<file path="config.mk">
export PLATFORM = sky130hd
export DESIGN_NAME = seq_restoring_divider
export DESIGN_NICKNAME = d
export VERILOG_FILES = /design/src/rtl/seq_restoring_divider.sv
export SDC_FILE = /design/constraint.sdc
export NUM_CORES = 1
export LEC_CHECK = 0
export ABC_CLOCK_PERIOD_IN_PS = 17300
export BUFFER_PORTS_ARGS = -buffer_cell sky130_fd_sc_hd__buf_2
export CAP_MARGIN = 20
export CORE_MARGIN = 2
export CORE_UTILIZATION = 42
export CTS_BUF_LIST = sky130_fd_sc_hd__clkbuf_8
export CTS_CLUSTER_DIAMETER = 60
export DETAILED_ROUTE_END_ITERATION = 8
export SETUP_SLACK_MARGIN = 0.15
export SYNTH_ARGS = -nofsm -noshare
export SYNTH_HDL_FRONTEND = slang
export SYNTH_SLANG_ARGS = --single-unit
export TNS_END_PERCENT = 5
</file>
<file path="constraint.sdc">
create_clock -name clk -period 17.3 [get_ports clk]
set_clock_uncertainty 0.05 [all_clocks]
set_input_delay 1.73 -clock clk [delete_from_list [all_inputs] [get_ports clk]]
set_output_delay 1.73 -clock clk [all_outputs]
set_load 0.005 [all_outputs]
</file>
<file path="src/rtl/seq_restoring_divider.sv">
// Sequential restoring divider: unsigned WIDTH-bit quotient and remainder,
// one quotient bit per clock, start/busy/done handshake.
// Q1/R1 are combinational golden outputs used only for comparison.
module seq_restoring_divider #(
   parameter int unsigned WIDTH = 8
) (
   input  logic             clk,
   input  logic             rst,
   input  logic             start,
   input  logic [WIDTH-1:0] A,
   input  logic [WIDTH-1:0] B,
   output logic [WIDTH-1:0] Q,
   output logic [WIDTH-1:0] R,
   output logic             busy,
   output logic             done,
   output logic             div_zero,
   output logic [WIDTH-1:0] Q1,
   output logic [WIDTH-1:0] R1
);

   localparam int unsigned CntW = $clog2(WIDTH + 1);
   localparam logic [CntW-1:0] LastCnt = CntW'(WIDTH - 1);

   typedef enum logic [1:0] {
      StIdle,
      StRun,
      StDone
   } state_e;

   state_e           r_state;
   logic [WIDTH-1:0] r_dvd;   // dividend, shifted out MSB first
   logic [WIDTH-1:0] r_dvs;   // latched divisor
   logic [WIDTH-1:0] r_rem;   // partial remainder
   logic [WIDTH-1:0] r_quo;   // quotient bits collected so far
   logic [CntW-1:0]  r_cnt;
   logic [WIDTH-1:0] r_q;
   logic [WIDTH-1:0] r_r;
   logic             r_busy;
   logic             r_done;
   logic             r_dz;

   logic [WIDTH:0]   w_trial;
   logic [WIDTH:0]   w_diff;
   logic             w_neg;
   logic [WIDTH-1:0] w_rem_nxt;
   logic [WIDTH-1:0] w_quo_nxt;

   // One restoring iteration: trial subtract, keep difference or restore.
   // Partial remainder is always below the divisor, so the trial fits in
   // WIDTH+1 bits and a non-negative difference fits back in WIDTH bits.
   always_comb begin
      w_trial   = {r_rem, r_dvd[WIDTH-1]};
      w_diff    = w_trial - {1'b0, r_dvs};
      w_neg     = w_diff[WIDTH];
      w_rem_nxt = w_neg ? w_trial[WIDTH-1:0] : w_diff[WIDTH-1:0];
      w_quo_nxt = {r_quo[WIDTH-2:0], ~w_neg};
   end

   // Control FSM with all datapath and output registers.
   always_ff @(posedge clk) begin
      if (rst) begin
         r_state <= StIdle;
         r_dvd   <= '0;
         r_dvs   <= '0;
         r_rem   <= '0;
         r_quo   <= '0;
         r_cnt   <= '0;
         r_q     <= '0;
         r_r     <= '0;
         r_busy  <= 1'b0;
         r_done  <= 1'b0;
         r_dz    <= 1'b0;
      end else begin
         unique case (r_state)
            StIdle: begin
               if (start) begin
                  r_dvd  <= A;
                  r_dvs  <= B;
                  r_rem  <= '0;
                  r_quo  <= '0;
                  r_cnt  <= '0;
                  r_busy <= 1'b1;
                  if (B == '0) begin
                     // Divide by zero short-circuits straight to completion.
                     r_q     <= '1;
                     r_r     <= A;
                     r_dz    <= 1'b1;
                     r_done  <= 1'b1;
                     r_state <= StDone;
                  end else begin
                     r_dz    <= 1'b0;
                     r_state <= StRun;
                  end
               end
            end
            StRun: begin
               r_rem <= w_rem_nxt;
               r_quo <= w_quo_nxt;
               r_dvd <= {r_dvd[WIDTH-2:0], 1'b0};
               r_cnt <= r_cnt + CntW'(1);
               if (r_cnt == LastCnt) begin
                  r_q     <= w_quo_nxt;
                  r_r     <= w_rem_nxt;
                  r_done  <= 1'b1;
                  r_state <= StDone;
               end
            end
            StDone: begin
               r_done  <= 1'b0;
               r_busy  <= 1'b0;
               r_state <= StIdle;
            end
            default: begin
               r_done  <= 1'b0;
               r_busy  <= 1'b0;
               r_state <= StIdle;
            end
         endcase
      end
   end

   // Golden reference outputs; B==0 values mirror the divide-by-zero result.
   always_comb begin
      if (B == '0) begin
         Q1 = '1;
         R1 = A;
      end else begin
         Q1 = A / B;
         R1 = A % B;
      end
   end

   assign Q        = r_q;
   assign R        = r_r;
   assign busy     = r_busy;
   assign done     = r_done;
   assign div_zero = r_dz;

endmodule

</file>
==> out/results.txt, run 1 <==
RSZ-0062 raised after global routing: false
Post-synth EDFFs: 0
remaining antenna violation count: 0
Yosys warning count: 0
worst reg2reg startpoint: r_dvd[7]
Max Cap Violations: 0
setup TNS: 0 ns
Worst slew margin: 28.2%
fillcell total: 1084
Slew Viols, Final: 0
critical path launch point: B[7]
switching pwr: 0.186 mW
Final Core Density: 47.8%
period utilisation layout: 92.0%
Hold Vio Cnt, Final: 0
# nets final: 707
dominant cell type by area after synthesis: dfxtp_1
Reg area: 1120 sq um
Worst path max stage delay: 0.56 ns
CTS tree: yes
met3 Usage GRT: 2.54%
fin crit period: 15.91 ns
leading post-synthesis cells by cell area: dfxtp_1, ha_1, a21oi_1, nand2_1, nor2_1
clock transition at the registers of the reported paths: 0.10 ns
PwrDens: 92.8 nW/um^2
grt total ovfl: 0
hpwl dp: 9600 um
number of distinct library cells after synthesis: 62
later-pin clock latency in the skew report: 0.31 ns
Worst Path Max Fanout: 11
sequential power share: 32.2%
DR iter-0 viols: 198
share of cells above drive strength 1: 13.4%
IO buf count: 53
Async S/R FF share, synth: 0%
final number of setup-violating endpoints: 0
Vias: 4330
syn nets: 673
CTS max path bufs: 2
GRT Util Overall: 21.3%
Antenna diodes: 0
combinational group share of total power: 51.5%
Synth top area share: 24.8%
Switching Share: 40.5%
syn_area_per_cell: 7.46 sq um
Syn Inst Count: 606
H-tree levels: 2
CP endpoint kind: primary output
GP Congestion: 0.892
Arr. time, crit path: 14.13 ns
Via density: 5.57
Initial Util: 43.6%
CTS Root Cell: clkbuf_8
first-pass GRT wire length: 19900 um
met1 Use GR: 31.1%
Register-to-Register Setup Slack: 14.07 ns
dpl cell area: 4850 sq um
Lkg Pwr: 2.20 nW
Critical Path Most Common Cell: ha_1
status: finished, final reports clean
vias in the first global route: 4055
CTS hold repair buffers: 0
fmax: 62.8 MHz
Synth Cell Area: 4520 sq um
Core Region: 10400 sq um
most numerous cell in the Yosys netlist: nand2_1
Startpoint Class: input port
sequential fraction of the synthesis area: 24.8%
Post-synth top flop: dfxtp_1
Routed WL: 12300 um
P_int: 0.274 mW
cell row count: 37
Ports: 54
worst reg2reg path endpoint: R[3]
post-DR wirelength/cell: 15.9 um
final instance area: 4960 sq um
Num CTS Buffers: 5
DRT Pass-1 Iters: 4
initial antenna violation count: 0
Worst Setup Path Type: input port to primary output
busiest grt layer: met2
Hold Slack: 0.409 ns
reg2reg path depth: 12
Worst Setup EP: R1[6]
die width: 108 um
largest net degree at the start of global routing: 57
# DRC: 0
die area: 11600 sq um
Post-synth top cells: nand2_1, nor2_1, a21oi_1
Area Overhead vs Synth: 9.77%
WP data required: 15.52 ns
GR Layer Usage met2: 33.9%
Yosys reg bits: 56
Clock Power Share: 16.3%
Min-Delay Path Class: flip-flop to flip-flop
highest-delay cell along the critical path: a2111oi_0
Max VDD drop: 60.3 uV
Hold Path Origin: r_dvd[6]
multi-input combinational cell area: 3130 sq um
measured slew at the worst slew-check pin: 1.07 ns
clk sinks: 56
Die Ht: 108 um
## cell usage in the layout, fill, tap and decap left out, types with 8 or more instances in the layout
| master | n |
|---|---|
| nor3_1 | 24 |
| mux2i_1 | 12 |
| dfxtp_1 | 56 |
| o22ai_1 | 8 |
| nand2_1 | 76 |
| nor2_1 | 63 |
| a311oi_1 | 8 |
| inv_1 | 40 |
| o21ai_0 | 12 |
| buf_2 | 53 |
| o21a_1 | 11 |
| a21oi_1 | 60 |
| nand3_1 | 23 |
| ha_1 | 46 |
| xor2_1 | 9 |
| xnor2_1 | 12 |
| nand2b_1 | 11 |
## critical path, delay by kind of cell
| kind | cells | cell delay (ns) |
|---|---|---|
| muxes | 3 | 1.00 |
| AOI/OAI and AO/OA | 22 | 5.75 |
| adders and majority gates | 7 | 2.37 |
| buffers and inverters | 6 | 0.76 |
| and+or+nand+nor | 9 | 2.50 |
## flip-flops by register name, summed over array words and instances, names as in the netlist
register / cells
R: 8
r_state: 2
r_dvd: 8
done: 1
r_quo: 7
r_dvs: 8
div_zero: 1
busy: 1
Q: 8
r_rem: 8
r_cnt: 4
## per-stage QoR
| step | power [mW] | worst slack, ns | instances |
|---|---|---|---|
| floorplan | 0.324 | 3.22 | 606 |
| global placement | 0.383 | 1.47 | 768 |
| detailed placement | 0.385 | 0.935 | 768 |
| CTS | 0.461 | 0.919 | 776 |
| global route | 0.498 | 0.369 | 777 |
| finish | 0.460 | 1.39 | 777 |
## area by class of cell
cell class              instances  share of cell area (%)
clock buffers                   5                    1.39
clock inverters                 3                   0.504
inverters                      40                    3.03
multi-input cells             480                    63.1
flip-flops and latches         56                    22.6
well taps                     136                    3.43
repair buffers                 57                    5.95
## power groups by stage
stage	clock (mW)	combinational, mW	sequential [mW]
after global placement	0	0.232	0.151
after floorplan	0	0.174	0.150
final	0.0748	0.237	0.148
after global routing	0.0829	0.265	0.150
after detailed placement	0	0.233	0.151
after CTS	0.0774	0.235	0.148
## routing by layer
layer / vias to the layer above / wire length (um)
li1: 2231 / -
met1: 2004 / 6130
met2: 85 / 5570
met3: 10 / 524
met4: 0 / 114
met5: - / 0
## worst min-delay path by stage
stage	to	depth (start not counted)	slack [ns]
after detailed placement	r_dvd[6]	2	0.40
after CTS	r_dvd[6]	2	0.41
after floorplan	r_dvd[1]	2	0.39
after global routing	r_dvd[1]	2	0.43
after global placement	r_dvd[1]	2	0.39
final	r_dvd[6]	2	0.41
## cells by family after synthesis
kind of cell | share of synthesized area [%]
compound gates | 23.9
buf+inv | 6.09
simple gates | 23.0
fa+ha+maj | 13.6
mux | 4.48
flops | 24.8
xor+xnor | 4.07
## timing repair
| action | in CTS | in global routing |
|---|---|---|
| buffers inserted | 0 | 0 |
| gates resized for setup | 0 | 1 |
| endpoints found under the setup margin | 0 | 1 |
Power figures use the tool's default switching activity.
==> run 2, diff against run 1 <==
Settings changed: ABC_CLOCK_PERIOD_IN_PS 17300 to 19000.
Clock period 17.3 ns to 19 ns, I/O delays scaled along.
==> run 2 against run 1 <==
Sequential power shrank 9%. Die area is the same. Clock power shrank 7.5%. Via count grew 2.1%. Global-route usage grew 0.75 points. Count of clock-buffer cells in the layout is the same. Design area is essentially flat.
==> out/results.txt, run 2 (synthesized netlist as in run 1, its figures left out) <==
status: finished, final reports clean (unchanged)
CP endpoint kind: primary output (unchanged)
setup TNS: 0 ns (unchanged)
wire length on met2: 5750 um (was 5570 um)
reg2reg path depth: 12 (unchanged)
die area: 11600 sq um (unchanged)
Register-to-Register Setup Slack: 15.87 ns (was 14.07 ns)
postcts setup bufs: 0 (unchanged)
Num CTS Buffers: 5 (unchanged)
vias in the first global route: 4074 (was 4055)
WP data required: 17.05 ns (was 15.52 ns)
Total Power: 0.422 mW (was 0.460 mW)
Die Ht: 108 um (unchanged)
DP Worst Slack: 2.55 ns (was 0.935 ns)
Worst path max stage delay: 0.83 ns (was 0.56 ns)
H-tree levels: 2 (unchanged)
Vias: 4422 (was 4330)
fmax: 60.0 MHz
largest net degree at the start of global routing: 57 (unchanged)
clk sinks: 56 (unchanged)
Final Worst Setup Slack: 2.32 ns (was 1.39 ns)
Routed WL: 12600 um (was 12300 um)
GP Congestion: 0.935 (was 0.892)
Antenna diodes: 0 (unchanged)
post-DR wirelength/cell: 16.2 um (was 15.9 um)
IO buf count: 53 (unchanged)
Area Overhead vs Synth: 9.80% (was 9.77%)
CTS max path bufs: 2 (unchanged)
final number of setup-violating endpoints: 0 (unchanged)
cell count after placement: 769 (was 768)
Slew Viols, Final: 0 (unchanged)
leading cell type in the layout, fill and taps excluded: nand2_1 (unchanged)
Arr. time, crit path: 14.73 ns (was 14.13 ns)
# nets final: 708 (was 707)
Startpoint Class: input port (unchanged)
cell row count: 37 (unchanged)
Via density: 5.68 (was 5.57)
Max Used Layer: met4 (unchanged)
DRT Pass-1 Iters: 5 (was 4)
measured slew at the worst slew-check pin: 1.05 ns (was 1.07 ns)
hold path cells: 2 (unchanged)
first-pass GRT wire length: 20600 um (was 19900 um)
Worst Setup Path Type: input port to primary output (unchanged)
RSZ-0062 raised after global routing: false (unchanged)
remaining antenna violation count: 0 (unchanged)
die width: 108 um (unchanged)
Ports: 54 (unchanged)
Non-Filler Instances: 778 (was 777)
metal3 WL: 473 um (was 524 um)
Lkg Pwr: 2.21 nW (was 2.20 nW)
hpwl dp: 9650 um (was 9600 um)
highest-delay cell along the critical path: a21oi_1 (was a2111oi_0)
most frequent cells in the layout: nand2_1, nor2_1, a21oi_1 (unchanged)
CTS tree: yes (unchanged)
GRT Util Overall: 22.1% (was 21.3%)
initial antenna violation count: 0 (unchanged)
grt total ovfl: 0 (unchanged)
period utilisation layout: 87.8%
PwrDens: 85.0 nW/um^2 (was 92.8 nW/um^2)
Worst Path Max Fanout: 12 (was 11)
metal1 wirelength: 6160 um (was 6130 um)
clock transition at the registers of the reported paths: 0.10 ns (about the same)
Max Cap Violations: 0 (unchanged)
CTS Root Cell: clkbuf_8 (unchanged)
Final Core Density: 47.9% (was 47.8%)
# DRC: 0 (unchanged)
Min-Delay Path Class: flip-flop to flip-flop (unchanged)
later-pin clock latency in the skew report: 0.32 ns (was 0.31 ns)
Initial Util: 43.6% (unchanged)
CTS resizes: 0 (unchanged)
CTS hold repair buffers: 0 (unchanged)
Max VDD drop: 42.7 uV (was 60.3 uV)
share of cells above drive strength 1: 13.4% (about the same)
Core Region: 10400 sq um (unchanged)
DR iter-0 viols: 283 (was 198)
Critical Path Most Common Cell: ha_1 (unchanged)
fin crit period: 16.68 ns
Hold Vio Cnt, Final: 0 (unchanged)
Worst slew margin: 29.9% (was 28.2%)
==> run 2: cell count changes in the layout (fill, tap and decap cells not counted) <==
| cell | previous run | this run |
|---|---|---|
| a41oi_2 | 1 | 0 |
| a41oi_1 | 2 | 3 |
| clkinvlp_4 | 1 | 0 |
| inv_6 | 2 | 1 |
| clkinv_4 | 0 | 2 |
| buf_4 | 4 | 5 |
==> run 2: cell type report <==
class / count / area (sq um)
fillers: 1086 / 5410
multi-input cells: 480 / 3120
flip-flops and latches: 56 / 1120
repair buffers: 58 / 303
well taps: 136 / 170
inverters: 40 / 150
clock buffers: 5 / 68.8
clock inverters: 3 / 26.3
==> run 2: metrics by stage <==
step	hold WS, ns	cell area, sq um
detailed placement	0.396	4860
CTS	0.411	4950
global route	0.431	4960
floorplan	0.386	4520
finish	0.410	4960
global placement	0.393	4860
==> run 2: path summary, 6_finish.rpt <==
kind / start / to
max: B[7] / R1[6]
min: r_dvd[3] / r_dvd[3]
max reg2reg: r_dvd[7] / R[4]
min reg2reg: r_dvd[3] / r_dvd[3]
==> run 2: worst max-delay path, delay by kind of cell <==
family          cells  cell delay, ns
buf+inv             4            0.47
fa+ha+maj           7            2.34
compound gates     25            7.13
mux                 2            0.51
simple gates        8            2.36
==> run 2: power by group <==
part / internal, mW / leakage, nW / switching [mW]
combinational: 0.0940 / 1.70 / 0.124
clock: 0.0270 / 0.0487 / 0.0422
sequential: 0.128 / 0.458 / 0.00692
total: 0.249 / 2.21 / 0.173
==> run 2: routing by layer <==
layer / up-vias / GRT usage [%]
met5: - / 0
met4: 0 / 3.57
met3: 21 / 2.97
met2: 94 / 35.9
met1: 2073 / 31.6
li1: 2234 / -
==> run 3, diff against run 2 <==
Settings changed: BUFFER_PORTS_ARGS -buffer_cell sky130_fd_sc_hd__buf_2 to -buffer_cell sky130_fd_sc_hd__clkbuf_2.
==> run 3 against run 2 <==
Via count increased by 0.16%. Sequential power is essentially flat. Clock power is 2% lower. Cell count grew 0.26%. Largest cell class unchanged.
==> out/results.txt, run 3 (synthesized netlist as in run 1, its figures left out) <==
period utilisation layout: 86.9% (was 87.8%)
PwrDens: 84.4 nW/um^2 (was 85.0 nW/um^2)
share of cells above drive strength 1: 13.7% (was 13.4%)
CTS max path bufs: 2 (unchanged)
Vias: 4429 (was 4422)
WP data required: 17.05 ns (about the same)
Critical Path Most Common Cell: ha_1 (unchanged)
most frequent cells in the layout: nand2_1, nor2_1, a21oi_1 (unchanged)
Hold Vio Cnt, Final: 0 (unchanged)
RSZ-0062 raised after global routing: false (unchanged)
Max Cap Violations: 0 (unchanged)
largest net degree at the start of global routing: 57 (unchanged)
CTS resizes: 0 (unchanged)
postcts setup bufs: 0 (unchanged)
Initial Util: 43.6% (unchanged)
Worst path max stage delay: 0.75 ns (was 0.83 ns)
IO buf count: 53 (unchanged)
highest-delay cell along the critical path: a41oi_1 (was a21oi_1)
fmax: 60.6 MHz (was 60.0 MHz)
GRT Util Overall: 21.5% (was 22.1%)
die width: 108 um (unchanged)
Worst Path Max Fanout: 11 (was 12)
Routed WL: 12400 um (was 12600 um)
GP Congestion: 0.918 (was 0.935)
CTS tree: yes (unchanged)
remaining antenna violation count: 0 (unchanged)
vias in the first global route: 4071 (was 4074)
CP endpoint kind: primary output (unchanged)
# DRC: 0 (unchanged)
Max VDD drop: 43.6 uV (was 42.7 uV)
measured slew at the worst slew-check pin: 0.922 ns (was 1.05 ns)
Worst slew margin: 37.7% (was 29.9%)
Arr. time, crit path: 14.56 ns (was 14.73 ns)
Startpoint Class: input port (unchanged)
Die Ht: 108 um (unchanged)
DRT Pass-1 Iters: 5 (unchanged)
fin crit period: 16.51 ns (was 16.68 ns)
cell row count: 37 (unchanged)
H-tree levels: 2 (unchanged)
Hold Slack: 0.411 ns (was 0.410 ns)
Slew Viols, Final: 0 (unchanged)
status: finished, final reports clean (unchanged)
clock transition at the registers of the reported paths: 0.10 ns (about the same)
Final Worst Setup Slack: 2.49 ns (was 2.32 ns)
Core Region: 10400 sq um (unchanged)
Lkg Pwr: 2.21 nW (about the same)
Num CTS Buffers: 5 (unchanged)
post-DR wirelength/cell: 15.9 um (was 16.2 um)
Min-Delay Path Class: flip-flop to flip-flop (unchanged)
Worst Setup Path Type: input port to primary output (unchanged)
Antenna diodes: 0 (unchanged)
hpwl dp: 9550 um (was 9650 um)
leading cell type in the layout, fill and taps excluded: nand2_1 (unchanged)
final number of setup-violating endpoints: 0 (unchanged)
clk sinks: 56 (unchanged)
setup TNS: 0 ns (unchanged)
DR iter-0 viols: 289 (was 283)
Ports: 54 (unchanged)
later-pin clock latency in the skew report: 0.31 ns (was 0.32 ns)
Area Overhead vs Synth: 10.7% (was 9.80%)
first-pass GRT wire length: 20100 um (was 20600 um)
DP Worst Slack: 2.45 ns (was 2.55 ns)
grt total ovfl: 0 (unchanged)
CTS Root Cell: clkbuf_8 (unchanged)
initial antenna violation count: 0 (unchanged)
Via density: 5.68 (about the same)
CTS hold repair buffers: 0 (unchanged)
Final Core Density: 48.2% (was 47.9%)
# nets final: 710 (was 708)
dpl cell area: 4850 sq um (was 4860 sq um)
final instance area: 5000 sq um (was 4960 sq um)
die area: 11600 sq um (unchanged)
-- run 3: worst max-delay path, delay by kind of cell --
kind                     cells  cell delay [ns]
AO/OA/AOI/OAI               22             6.15
adder cells (fa/ha/maj)      7             2.35
AND/OR/NAND/NOR              8             2.26
multiplexers                 3             0.98
buffers and inverters        7             0.90
-- run 3: through the flow --
stage / instances / total power, mW
6_report: 780 / 0.422
5_1_grt: 780 / 0.455
4_1_cts: 776 / 0.421
3_5_place_dp: 768 / 0.352
3_3_place_gp: 768 / 0.352
2_1_floorplan: 606 / 0.295
-- run 3: final cells by class --
cell class / instances / area, sq um
multi-input cells: 480 / 3120
well taps: 136 / 170
inverters: 40 / 150
flip-flops and latches: 56 / 1120
clock inverters: 3 / 25.0
clock buffers: 5 / 68.8
repair buffers: 60 / 344
fillers: 1082 / 5370
-- run 3: final timing paths --
kind / start / cells past startpoint / end / slack (ns)
max: B[7] / 47 / R1[6] / 2.49
min: r_dvs[7] / 2 / r_dvs[7] / 0.41
max reg2reg: r_dvd[7] / 12 / R[3] / 15.80
min reg2reg: r_dvs[7] / 2 / r_dvs[7] / 0.41
-- run 3: power by group --
part	internal, mW	switching, mW
registers	0.128	0.00717
clock network	0.0270	0.0408
logic	0.0954	0.124
total	0.250	0.172
-- run 3: routing by layer --
| metal | vias to the layer above | part of all wire, % | track usage, % |
|---|---|---|---|
| met2 | 113 | 45 | 34.8 |
| met5 | - | 0 | 0 |
| met3 | 16 | 3.7 | 2.48 |
| met4 | 0 | 1.1 | 4.03 |
| met1 | 2060 | 50 | 31.1 |
| li1 | 2240 | - | - |
